$ cat src/rtl/muldiv_unit_if.sv
// Handshake and result bundle between the control unit and the shared
// multiply/divide engine.
interface muldiv_unit_if #(
    parameter int WIDTH = 32
);
  logic             start;
  logic [1:0]       op;
  logic [WIDTH-1:0] a;
  logic [WIDTH-1:0] b;
  logic             flush;
  logic             hi_we;
  logic             lo_we;
  logic [WIDTH-1:0] wdata;
  logic [WIDTH-1:0] hi;
  logic [WIDTH-1:0] lo;
  logic             busy;
  logic             done;
  logic             div_zero;

  modport master (
    output start, op, a, b, flush, hi_we, lo_we, wdata,
    input  hi, lo, busy, done, div_zero
  );

  modport slave (
    input  start, op, a, b, flush, hi_we, lo_we, wdata,
    output hi, lo, busy, done, div_zero
  );
endinterface

$ cat src/rtl/muldiv_unit.sv
// Shared multicycle multiply/divide engine with HI/LO result registers.
// One shift-add or restoring-divide step per RUN cycle, sign fix-up in FIX.
module muldiv_unit #(
    parameter int WIDTH = 32
) (
  input  logic           clk,
  input  logic           reset,
  muldiv_unit_if.slave   bus
);
  localparam int CW = $clog2(WIDTH);

  typedef enum logic [1:0] {
    S_IDLE,
    S_RUN,
    S_FIX,
    S_DONE
  } state_t;

  state_t             state_reg, state_next;
  logic [CW-1:0]      cnt_reg;
  logic               fix_phase_reg;
  logic               is_div_reg;
  logic               neg_lo_reg;
  logic               neg_hi_reg;
  logic               dz_reg;
  logic [WIDTH-1:0]   opnd_reg;
  logic [WIDTH-1:0]   hi_reg;
  logic [WIDTH-1:0]   lo_reg;
  logic [2*WIDTH-1:0] acc_reg;

  logic               start_go;
  logic               div_by_zero;
  logic               a_neg, b_neg;
  logic [WIDTH-1:0]   a_mag, b_mag;
  logic [WIDTH:0]     mul_sum, div_shift, div_diff;
  logic [WIDTH-1:0]   hi_part, lo_part;
  logic [2*WIDTH-1:0] mul_step, div_step, fix_val;

  // Operand conditioning: signed ops (op[0]==0) work on magnitudes.
  always_comb begin
    start_go    = (state_reg == S_IDLE) && bus.start && !bus.flush;
    div_by_zero = bus.op[1] && (bus.b == '0);
    a_neg       = !bus.op[0] && bus.a[WIDTH-1];
    b_neg       = !bus.op[0] && bus.b[WIDTH-1];
    a_mag       = a_neg ? -bus.a : bus.a;
    b_mag       = b_neg ? -bus.b : bus.b;
  end

  // acc holds {partial product high, multiplier} for MULT and
  // {partial remainder, dividend/quotient} for DIV.
  always_comb begin
    hi_part   = acc_reg[2*WIDTH-1:WIDTH];
    lo_part   = acc_reg[WIDTH-1:0];
    mul_sum   = {1'b0, hi_part} + (acc_reg[0] ? {1'b0, opnd_reg} : '0);
    mul_step  = {mul_sum, acc_reg[WIDTH-1:1]};
    div_shift = {hi_part, acc_reg[WIDTH-1]};
    div_diff  = div_shift - {1'b0, opnd_reg};
    div_step  = div_diff[WIDTH] ? {div_shift[WIDTH-1:0], acc_reg[WIDTH-2:0], 1'b0}
                                : {div_diff[WIDTH-1:0], acc_reg[WIDTH-2:0], 1'b1};
    if (is_div_reg) begin
      fix_val = {(neg_hi_reg ? -hi_part : hi_part), (neg_lo_reg ? -lo_part : lo_part)};
    end else begin
      fix_val = neg_lo_reg ? -acc_reg : acc_reg;
    end
  end

  always_ff @(posedge clk) begin
    if (reset) begin
      state_reg <= S_IDLE;
    end else begin
      state_reg <= state_next;
    end
  end

  always_comb begin
    state_next = state_reg;
    if (bus.flush) begin
      state_next = S_IDLE;
    end else begin
      case (state_reg)
        S_IDLE: if (bus.start) state_next = div_by_zero ? S_DONE : S_RUN;
        S_RUN:  if (cnt_reg == '0) state_next = S_FIX;
        S_FIX:  if (fix_phase_reg) state_next = S_DONE;
        S_DONE: state_next = S_IDLE;
        default: state_next = S_IDLE;
      endcase
    end
  end

  always_ff @(posedge clk) begin
    if (reset) begin
      cnt_reg       <= '0;
      fix_phase_reg <= 1'b0;
      is_div_reg    <= 1'b0;
      neg_lo_reg    <= 1'b0;
      neg_hi_reg    <= 1'b0;
      dz_reg        <= 1'b0;
      opnd_reg      <= '0;
      hi_reg        <= '0;
      lo_reg        <= '0;
      acc_reg       <= '0;
    end else if (!bus.flush) begin
      case (state_reg)
        S_IDLE: begin
          if (bus.hi_we) hi_reg <= bus.wdata;
          if (bus.lo_we) lo_reg <= bus.wdata;
          if (start_go) begin
            is_div_reg    <= bus.op[1];
            dz_reg        <= div_by_zero;
            neg_lo_reg    <= a_neg ^ b_neg;
            neg_hi_reg    <= bus.op[1] ? a_neg : (a_neg ^ b_neg);
            opnd_reg      <= bus.op[1] ? b_mag : a_mag;
            acc_reg       <= {{WIDTH{1'b0}}, (bus.op[1] ? a_mag : b_mag)};
            cnt_reg       <= CW'(WIDTH - 1);
            fix_phase_reg <= 1'b0;
          end
        end
        S_RUN: begin
          acc_reg <= is_div_reg ? div_step : mul_step;
          cnt_reg <= cnt_reg - CW'(1);
        end
        S_FIX: begin
          // First FIX cycle applies the signs, second commits to HI/LO.
          if (!fix_phase_reg) begin
            acc_reg       <= fix_val;
            fix_phase_reg <= 1'b1;
          end else begin
            hi_reg <= hi_part;
            lo_reg <= lo_part;
          end
        end
        default: ;
      endcase
    end
  end

  assign bus.hi       = hi_reg;
  assign bus.lo       = lo_reg;
  assign bus.busy     = (state_reg != S_IDLE);
  assign bus.done     = (state_reg == S_DONE) && !bus.flush;
  assign bus.div_zero = bus.done && dz_reg;
endmodule
$ cat src/flat_wrapper.sv
// flat-port wrapper written by rule: the top's interface ports become plain ports
module muldiv_unit_flat 
#(
    parameter int WIDTH = 32
)
  (clk, reset, bus_start, bus_op, bus_a, bus_b, bus_flush, bus_hi_we, bus_lo_we, bus_wdata, bus_hi, bus_lo, bus_busy, bus_done, bus_div_zero);
  muldiv_unit_if #(.WIDTH(WIDTH)) bus_i ();
  input  logic clk;
  input  logic reset;
  input wire logic [$bits(bus_i.start)-1:0] bus_start;
  input wire logic [$bits(bus_i.op)-1:0] bus_op;
  input wire logic [$bits(bus_i.a)-1:0] bus_a;
  input wire logic [$bits(bus_i.b)-1:0] bus_b;
  input wire logic [$bits(bus_i.flush)-1:0] bus_flush;
  input wire logic [$bits(bus_i.hi_we)-1:0] bus_hi_we;
  input wire logic [$bits(bus_i.lo_we)-1:0] bus_lo_we;
  input wire logic [$bits(bus_i.wdata)-1:0] bus_wdata;
  output wire logic [$bits(bus_i.hi)-1:0] bus_hi;
  output wire logic [$bits(bus_i.lo)-1:0] bus_lo;
  output wire logic [$bits(bus_i.busy)-1:0] bus_busy;
  output wire logic [$bits(bus_i.done)-1:0] bus_done;
  output wire logic [$bits(bus_i.div_zero)-1:0] bus_div_zero;
  assign bus_i.start = bus_start;
  assign bus_i.op = bus_op;
  assign bus_i.a = bus_a;
  assign bus_i.b = bus_b;
  assign bus_i.flush = bus_flush;
  assign bus_i.hi_we = bus_hi_we;
  assign bus_i.lo_we = bus_lo_we;
  assign bus_i.wdata = bus_wdata;
  assign bus_hi = bus_i.hi;
  assign bus_lo = bus_i.lo;
  assign bus_busy = bus_i.busy;
  assign bus_done = bus_i.done;
  assign bus_div_zero = bus_i.div_zero;
  muldiv_unit #(.WIDTH(WIDTH)) u_core (.clk(clk), .reset(reset), .bus(bus_i));
endmodule
$ cat config.mk
export PLATFORM = sky130hd
export DESIGN_NAME = muldiv_unit_flat
export DESIGN_NICKNAME = d
export VERILOG_FILES = /design/src/rtl/muldiv_unit_if.sv /design/src/rtl/muldiv_unit.sv /design/src/flat_wrapper.sv
export SDC_FILE = /design/constraint.sdc
export NUM_CORES = 1
export LEC_CHECK = 0
export ABC_AREA = 1
export BUFFER_PORTS_ARGS = -buffer_cell sky130_fd_sc_hd__buf_2
export CELL_PAD_IN_SITES_DETAIL_PLACEMENT = 0
export CELL_PAD_IN_SITES_GLOBAL_PLACEMENT = 2
export CORE_UTILIZATION = 34
export DETAILED_ROUTE_END_ITERATION = 12
export PLACE_DENSITY = 0.85
export SLEW_MARGIN = 15
export SYNTH_ARGS = -nofsm -noshare
export SYNTH_HDL_FRONTEND = slang
export SYNTH_SLANG_ARGS = --single-unit
export TNS_END_PERCENT = 20
$ cat constraint.sdc
create_clock -name clk -period 5.64 [get_ports clk]
set_input_delay 0.846 -clock clk [delete_from_list [all_inputs] [get_ports clk]]
set_output_delay 0.846 -clock clk [all_outputs]
set_load 0.005 [all_outputs]
[Word-level counts from Yosys, hierarchy flattened]
Cells that the tools add are included.
Storage, ports and cells
  memories: 0
  output and inout bits: 67
  ROM bits: 0
  word-level logic and storage cells: 90
  memory bits (writable): 0
  bits in registers: 172
  bits in latches: 0
Cells by class
  shift operators: 0
  $add $sub $neg: 8
  bitwise gates (word level): 2
  reduce and logical (&&, ||, !) cells: 25
  equal/unequal tests: 13
  $lt $le $gt $ge: 0
  multiply operators: 0
  div/mod/pow operators: 0
  mux-type cells: 30
Operators by type and width (number)
  $mux 64: 6
  $mux 32: 11
  $pmux 64 s3: 1
  $neg 32->32: 4
  $pmux 32 s2: 2
  $neg 64->64: 1
  $add 32x33->33: 1
  $sub 33x32->33: 1
  $logic_not 32->1: 1
  $reduce_and 3->1: 4
  $pmux 5 s2: 1
  $mux 2: 4
  $ne 2x1->1 const B: 4
  $ne 2x2->1 const B: 4
  $pmux 2 s4: 1
  $reduce_and 4->1: 2
  $logic_and 1x1->1: 7
  $reduce_and 6->1: 1
  $reduce_bool 2->1: 3
  $logic_not 5->1: 1
  $mux 5: 1
  $reduce_and 5->1: 1
  $sub 5x1->5 const B: 1
  $eq 2x2->1 const B: 2
  11 further kinds: 13

[Longest topological paths before layout]
Gate-level depths: netlist of run 1.
  depth after elaboration: 6
  gate-level depth with buffers: 24
  depth with buffers taken out: 22

[Worst setup path before layout of run 1]
OpenSTA, ideal clock, no wires.
  kind: register -> register
  start: register u_core.acc_reg[0]
  end: register u_core.acc_reg[53]
  arrival: 2.783 ns
  setup time: 0.142 ns
  cell stages (with the launch flop): 20
  path slack: 2.715 ns
  cell sequence: dfxtp_1 -> clkbuf_1 -> buf_1 -> nand2_1 -> inv_1 -> ha_1 -> inv_1 -> fa_1 -> inv_1 -> nand2_1 -> o21ai_2 -> a21boi_0 -> o21ai_1 -> nand2_1 -> nand3_1 -> nand3_1 -> nand3_1 -> nand2_1 -> nand2_1 -> a21oi_2
On the way
  longest elaborated chain between the ends: 5
  elaborated cells on any way between the ends: 8
RTL lines
  start: declaration: line muldiv_unit.sv:29  | logic [2*WIDTH-1:0] acc_reg;
  start signal: assignment: line muldiv_unit.sv:113  | acc_reg <= {{WIDTH{1'b0}}, (bus.op[1] ? a_mag : b_mag)};
  start signal: assignment: line muldiv_unit.sv:119  | acc_reg <= is_div_reg ? div_step : mul_step;
  start signal: assignment: line muldiv_unit.sv:125  | acc_reg <= fix_val;
  $neg 64->64: line muldiv_unit.sv:63  | fix_val = neg_lo_reg ? -acc_reg : acc_reg;
  $mux 64: line muldiv_unit.sv:63
  $mux 64: line muldiv_unit.sv:60  | if (is_div_reg) begin
  $mux 64: line muldiv_unit.sv:124  | if (!fix_phase_reg) begin
  $pmux 64 s3 *: line muldiv_unit.sv:103  | case (state_reg)
Every way passes the cells marked *; elsewhere a longest branch is shown, timed or not. The select of a mux whose other input is x is not followed.
A chain may end at the register's enable or synchronous reset.

[Worst setup path in the final report of run 1]
  start: register u_core.acc_reg[31]
  end: register u_core.acc_reg[40]
The elaborated chain is that of the path after synthesis.

==> results of run 1 <==
[cells in the mapped netlist, drive strengths merged, types with 28 or more instances]
library cell | instances | share of area [%]
nand2 | 1034 | 22
inv | 434 | 8.9
nor2 | 314 | 6.8
nand3 | 240 | 6.8
o21ai | 239 | 6.5
a21oi | 215 | 6.4
dfxtp | 172 | 19
clkbuf | 101 | 2.1
xor2 | 89 | 4.2
ha | 75 | 5.1
a31oi | 73 | 2.5
nor3 | 48 | 1.5
nand4 | 37 | 1.3
buf | 28 | 0.98
xnor2 | 28 | 1.3
[worst max-delay path, stage by stage (launching register included)]
cell and delay (ns):
dfxtp_1 0.49, inv_1 0.22, ha_1 0.28, fa_1 0.40, inv_1 0.10, nand2_1 0.08
nand2_1 0.11, nand3_1 0.09, nand2_2 0.15, nand2_4 0.07, nand2_4 0.07, nand2_4 0.09
nand3_4 0.17, nand2_8 0.23, nor2_1 0.40, nand2_1 0.09, nand3b_1 0.10, nand2_1 0.06
nand2_1 0.06, a21oi_1 0.06
[stage by stage]
stage / instance area, µm² / hold WS [ns] / std cells / setup WS (ns)
detailed placement: 19790 / 0.4730 / 4010 / 2.136
global route: 20390 / 0.5155 / 4042 / 1.758
finish: 20390 / 0.4863 / 4042 / 2.122
floorplan: 18390 / 0.4456 / 3253 / 2.715
CTS: 20390 / 0.4857 / 4042 / 2.128
global placement: 19790 / 0.4688 / 4010 / 2.218
[report_power, final]
part,total [mW],switching (mW),internal [mW]
logic,1.47,1.05,0.419
registers,1.41,0.109,1.30
clock network,1.27,0.635,0.633
total,4.15,1.79,2.35
[placed cells by master (no fill, tap or decap), drive strengths merged, types with 28 or more instances in the layout]
master / n
dfxtp: 172
nand3: 240
xor2: 89
a21oi: 215
buf: 198
o21ai: 239
nand2: 1034
nor2: 314
xnor2: 28
ha: 75
a31oi: 73
nor3: 48
inv: 444
nand4: 37
[worst max-delay path by stage]
stage                                    end  cells after the start  slack [ns]               start
after floorplan           u_core.acc_reg[53]                     19        2.72   u_core.acc_reg[0]
after global placement     u_core.acc_reg[6]                     11        2.22           bus_a[31]
after detailed placement  u_core.acc_reg[40]                     18        2.14  u_core.acc_reg[32]
after CTS                 u_core.acc_reg[40]                     18        2.13  u_core.acc_reg[32]
after global routing      u_core.acc_reg[40]                     18        1.76  u_core.acc_reg[32]
final                     u_core.acc_reg[40]                     19        2.12  u_core.acc_reg[31]
[routing by layer]
metal	vias to the layer above	routed length, µm	track usage (%)
li1	10712	-	-
met1	10303	40150	44.02
met2	804	39340	50.47
met3	92	5684	4.155
met4	0	2600	10.06
met5	-	0	0
[logic make-up after synthesis]
logic type / Yosys count / synth area share, %
adders and majority gates: 77 / 5.322
xor gates and xnor gates: 117 / 5.573
buffers and inverters: 567 / 11.98
DFF: 172 / 18.73
AOI/OAI and AO/OA: 615 / 19.06
and+or+nand+nor: 1705 / 39.33
[final cells by class]
| type | instances | area, µm² | share of cell area, % |
|---|---|---|---|
| flip-flops and latches | 172 | 3447 | 16.90 |
| clock inverters | 15 | 176.4 | 0.8650 |
| clock buffers | 17 | 425.4 | 2.086 |
| inverters | 438 | 1644 | 8.061 |
| multi-input cells | 2514 | 12780 | 62.66 |
| well taps | 688 | 860.8 | 4.221 |
| repair buffers | 198 | 1061 | 5.202 |
==> reports/results.md, run 1 <==
| Parameter | This run |
|---|---|
| I/O pin count | 171 |
| Most used flip-flop cell after synthesis | dfxtp_1 |
| Vias in the first global route | 20,362 |
| Final HPWL DP | 71,040 µm |
| Maximum ir drop on the vdd rail | 0.2695 mV |
| Tot Pwr | 4.148 mW |
| Reg2reg setup slack | 2.12 ns |
| Layout overhead on the synthesized area | 10.92% |
| GRT Util Overall | 31.72% |
| Pin slew with the least headroom to its limit | 1.045 ns |
| Hold Path Cell Cnt | 2 |
| RSZ-0062 raised after global routing | false |
| Total Nets Final | 3,522 |
| Count of flip-flops with a built-in enable after synthesis | 0 |
| Vias per cell | 5.421 |
| Number of nets in the synthesized netlist | 3,434 |
| Max H-tree Level | 4 |
| Hold Path Origin | u_core.neg_lo_reg |
| Setup tns final | 0 ns |
| Maximum fanout encountered on the critical timing path | 32 |
| Post-cts hold buffer count | 0 |
| Count of fill cells added during filler insertion | 6,106 |
| Remaining Overflow, GRT | 0 |
| Critical Path Sink Type | flip-flop |
| Synthesized area per cell | 5.652 µm² |
| Post-CTS setup buffers | 0 |
| Final routed wirelength across all metal layers | 87,770 µm |
| CTS clk-pin slew, worst paths | 0.08 ns |
| YS warnings | 0 |
| Remaining antenna violation count | 0 |
| Total count of max-transition violations in the final report | 0 |
| Sort of element at the start of the critical path | flip-flop |
| Chip width | 234.5 µm |
| Critical path required time | 5.97 ns |
| CTS tree | done |
| Number of instances in the synthesized netlist | 3,253 |
| Async SR Flop Fraction | 0% |
| IO buf count | 170 |
| Number of gates given a new drive strength after cts | 0 |
| Wire per inst | 21.71 µm |
| # rows | 84 |
| Reg-to-Reg End | u_core.acc_reg[40] |
| Post-route minimum period | 3.518 ns |
| Finished Core Util | 38.50% |
| DRC marker count from the first detailed-route iteration | 2,152 |
| Result of the run | finished, final reports clean |
| Wire length of the first global-routing pass | 129,100 µm |
| Die height | 234.5 µm |
| Logic depth of the worst register-to-register path | 19 |
| Detailed-route DRC error count | 0 |
| Source-to-sink clock delay at the later pin of the worst-skew pair | 0.50 ns |
| Worst rel slew slack | 30.06% |
| Cell area after technology mapping | 0.01839 mm² |
| Leak | 10.07 nW |
| Largest buffer count on any clock path | 2 |
| Number of clock sinks seen by CTS | 172 |
| Antenna diode instance count | 0 |
| Hold EP | u_core.neg_lo_reg |
| Synth unique cells | 59 |
| DRT Pass-1 Iters | 6 |
| Antenna violations before repair | 1 |
| Launch instance of the worst register-to-register path | u_core.acc_reg[31] |
| Vias | 21,911 |
| Cell at the root of the clock tree | clkbuf_16 |
| Portion of the post-synthesis area used by sequential elements | 18.73% |
| Synth Register Bits | 172 |
| Hold/Removal Path Class | flip-flop to flip-flop |
| Final Setup Violations | 0 |
| Area of the core | 0.05297 mm² |
| Crit Path Class | flip-flop to flip-flop |
| Pin count of the biggest net entering global routing | 71 |
| Routability congestion estimate from global placement | 0.9986 |
| Final setup skew | 0.01467 ns |
| Pwr/cell area | 203.4 mW/mm² |
| Worst endpoint data arrival time | 3.85 ns |
| DIE AREA | 0.05501 mm² |
| Part of the cycle the worst path needs | 62.38% |
| Fraction of layout cells with a size suffix above 1 | 10.29% |
| Initial cell density of the core | 34.71% |
| Number of buffers added by the clock tree synthesis step | 17 |
| Final hold violations | 0 |
| Max-capacitance violation count | 0 |
| Max reg flops | 64 |
| Achievable Freq | 284.3 MHz |
Note: power is estimated with default switching activity, not from simulation.
==> run 2, diff against run 1 <==
CORE_UTILIZATION = 32   (was 34)
PLACE_DENSITY = 0.81   (was 0.85)
clock period = 3.4 ns   (was 5.64 ns; I/O delays follow)
==> run 2 against run 1 <==
Effect of this change: clock power is 60% higher; highest routed layer is now met5; routed wire length grew 6.4%; critical path type unchanged; first-iteration DRC count grew 4.6%; critical path depth fell by 2.
==> reports/results.md, run 2 (same netlist as run 1, synthesis figures left out) <==
| Parameter | This run | Delta |
|---|---|---|
| Result of the run | finished, final reports clean |  |
| Chip width | 241.7 µm | +3.1% |
| GRT Max-Usage Layer | met2 |  |
| Final HPWL DP | 76,810 µm | +8.1% |
| Final routed wirelength across all metal layers | 93,410 µm | +6.4% |
| Antenna diode instance count | 0 | unchanged |
| IO buf count | 170 | unchanged |
| Detailed-route DRC error count | 0 | unchanged |
| Initial cell density of the core | 32.48% | -2.2 points |
| Worst endpoint data arrival time | 3.58 ns | -0.27 ns |
| Critical Path Sink Type | flip-flop |  |
| Pin count of the biggest net entering global routing | 119 | +68% |
| Remaining Overflow, GRT | 0 | unchanged |
| I/O pin count | 171 | unchanged |
| GRT Util Overall | 31.36% | -0.36 points |
| Layout overhead on the synthesized area | 13.45% |  |
| Commonest non-fill, non-tap cell in the layout | nand2_1 |  |
| Wire length of the first global-routing pass | 137,400 µm | +6.4% |
| RSZ-0062 raised after global routing | false |  |
| Design Area, Final | 0.02086 mm² | +2.3% |
| Total Nets Final | 3,574 | +1.5% |
| Cell at the root of the clock tree | clkbuf_16 |  |
| Achievable Freq | 315.7 MHz | +11% |
| Setup tns final | 0 ns | unchanged |
| Final hold violations | 0 | unchanged |
| Sort of element at the start of the critical path | flip-flop |  |
| Number of gates given a new drive strength after cts | 0 | unchanged |
| Die height | 241.7 µm | +3.1% |
| Source-to-sink clock delay at the later pin of the worst-skew pair | 0.51 ns | about the same |
| Pwr/cell area | 328.4 mW/mm² | +61% |
| Crit Path Class | flip-flop to flip-flop |  |
| Antenna violations before repair | 1 | unchanged |
| Max-capacitance violation count | 0 | unchanged |
| # rows | 87 | +3.6% |
| Critical path required time | 3.81 ns | -2.16 ns |
| Fraction of layout cells with a size suffix above 1 | 11.54% | +1.3 points |
| Pin slew with the least headroom to its limit | 1.115 ns | +0.06986 ns |
| Worst rel slew slack | 25.58% | -4.5 points |
| Hold/Removal Path Class | input pin to flip-flop |  |
| Final Setup Violations | 0 | unchanged |
| Met1 track demand over resource in global routing | 42.31% | -1.7 points |
| Leading cell types in the layout, fill and taps excluded | nand2_1, inv_1, nor2_1 |  |
| Vias | 22,225 | +1.4% |
| Vias per cell | 5.341 | -1.5% |
| DRT Pass-1 Iters | 8 | +2 |
| DIE AREA | 0.05842 mm² | +6.2% |
| Total count of max-transition violations in the final report | 0 | unchanged |
| Number of buffers added by the clock tree synthesis step | 17 | unchanged |
| Met3 layer usage reported by global route | 3.363% | -0.79 points |
| Worst hold slack across all endpoints | 0.2953 ns | -0.1910 ns |
| Post-cts hold buffer count | 0 | unchanged |
| Remaining antenna violation count | 0 | unchanged |
| Number of clock sinks seen by CTS | 172 | unchanged |
| Part of the cycle the worst path needs | 93.18% | +31 points |
| Largest buffer count on any clock path | 2 | unchanged |
| CTS tree | done |  |
| Max reg flops | 64 | unchanged |
| Vias in the first global route | 20,795 | +2.1% |
| Area of the core | 0.05660 mm² | +6.9% |
| Leak | 10.33 nW | +2.6% |
| Maximum fanout encountered on the critical timing path | 13 | -59% |
| Final setup skew | 0.02446 ns | +0.009790 ns |
| Post-CTS setup buffers | 0 | unchanged |
| Wire per inst | 22.45 µm | +3.4% |
| Routability congestion estimate from global placement | 1.006 | +0.70% |
| Cell area after placement | 0.02030 mm² | +2.6% |
| Post-route minimum period | 3.168 ns | -0.3500 ns |
| Met2 Track Usage GR | 50.08% | -0.38 points |
| DRC marker count from the first detailed-route iteration | 2,250 | +4.6% |
| Reg2reg setup slack | 0.23 ns | -1.89 ns |
| Max H-tree Level | 4 | unchanged |
| Maximum ir drop on the vdd rail | 0.3585 mV | +33% |
| CTS clk-pin slew, worst paths | 0.07 ns | about the same |
[run 2: cell count changes in the layout (fill, tap and decap cells not counted), sizes merged]
cell and change:
clkbuf +2, clkinvlp -1, clkinv -2, buf +52
[run 2: final timing paths]
check | startpoint | end | cells after the start
worst min-delay path | bus_wdata[22] | u_core.bus.hi[22] | 3
worst max register to register | u_core.acc_reg[37] | u_core.acc_reg[51] | 17
worst max-delay path | u_core.acc_reg[37] | u_core.acc_reg[51] | 17
worst min register to register | u_core.neg_lo_reg | u_core.neg_lo_reg | 2
[run 2: worst max-delay path, cell delays in order (launching register included)]
cell and delay, ns:
dfxtp_1 0.79, ha_1 0.41, nand2_2 0.13, inv_1 0.07, a21oi_2 0.14, nand2_2 0.13, nand2_4 0.10, nand2_4 0.06
nand2_4 0.11, nand3_4 0.18, nand2_8 0.19, buf_4 0.23, nand3_2 0.12, nand3_1 0.09, nand2_1 0.07, nand2_1 0.05
nand2_1 0.05, a21oi_1 0.15
[run 2: layer usage]
metal / vias to the layer above / wire, µm
li1: 10802 / -
met1: 10479 / 41940
met2: 807 / 42040
met3: 135 / 5046
met4: 2 / 4367
met5: - / 13
[run 2: layout make-up]
cell class                 count  area, µm²
fill                        6552      35740
timing repair buffer         250       1489
inverter                     438       1644
tap                          756      945.9
multi-input combinational   2514      12770
clock buffer                  19      432.9
clock inverter                12      126.4
sequential                   172       3447
[run 2: metrics by stage]
| stage | utilization [%] | cells | power [mW] | setup WS [ns] |
|---|---|---|---|---|
| after floorplan | - | 3253 | 3.840 | 0.4753 |
| after global placement | 35.86 | 4130 | 4.824 | 0.2291 |
| after detailed placement | 35.86 | 4130 | 4.821 | 0.3117 |
| after CTS | 36.85 | 4161 | 6.847 | 0.2953 |
| after global routing | 36.85 | 4161 | 7.198 | 0.05326 |
| final | 36.85 | 4161 | 6.850 | 0.2320 |
[run 2: power breakdown]
| group | internal, mW | switching [mW] | leakage [nW] |
|---|---|---|---|
| clock network | 1.03 | 1.01 | 0.273 |
| logic | 0.732 | 1.77 | 8.65 |
| registers | 2.16 | 0.157 | 1.41 |
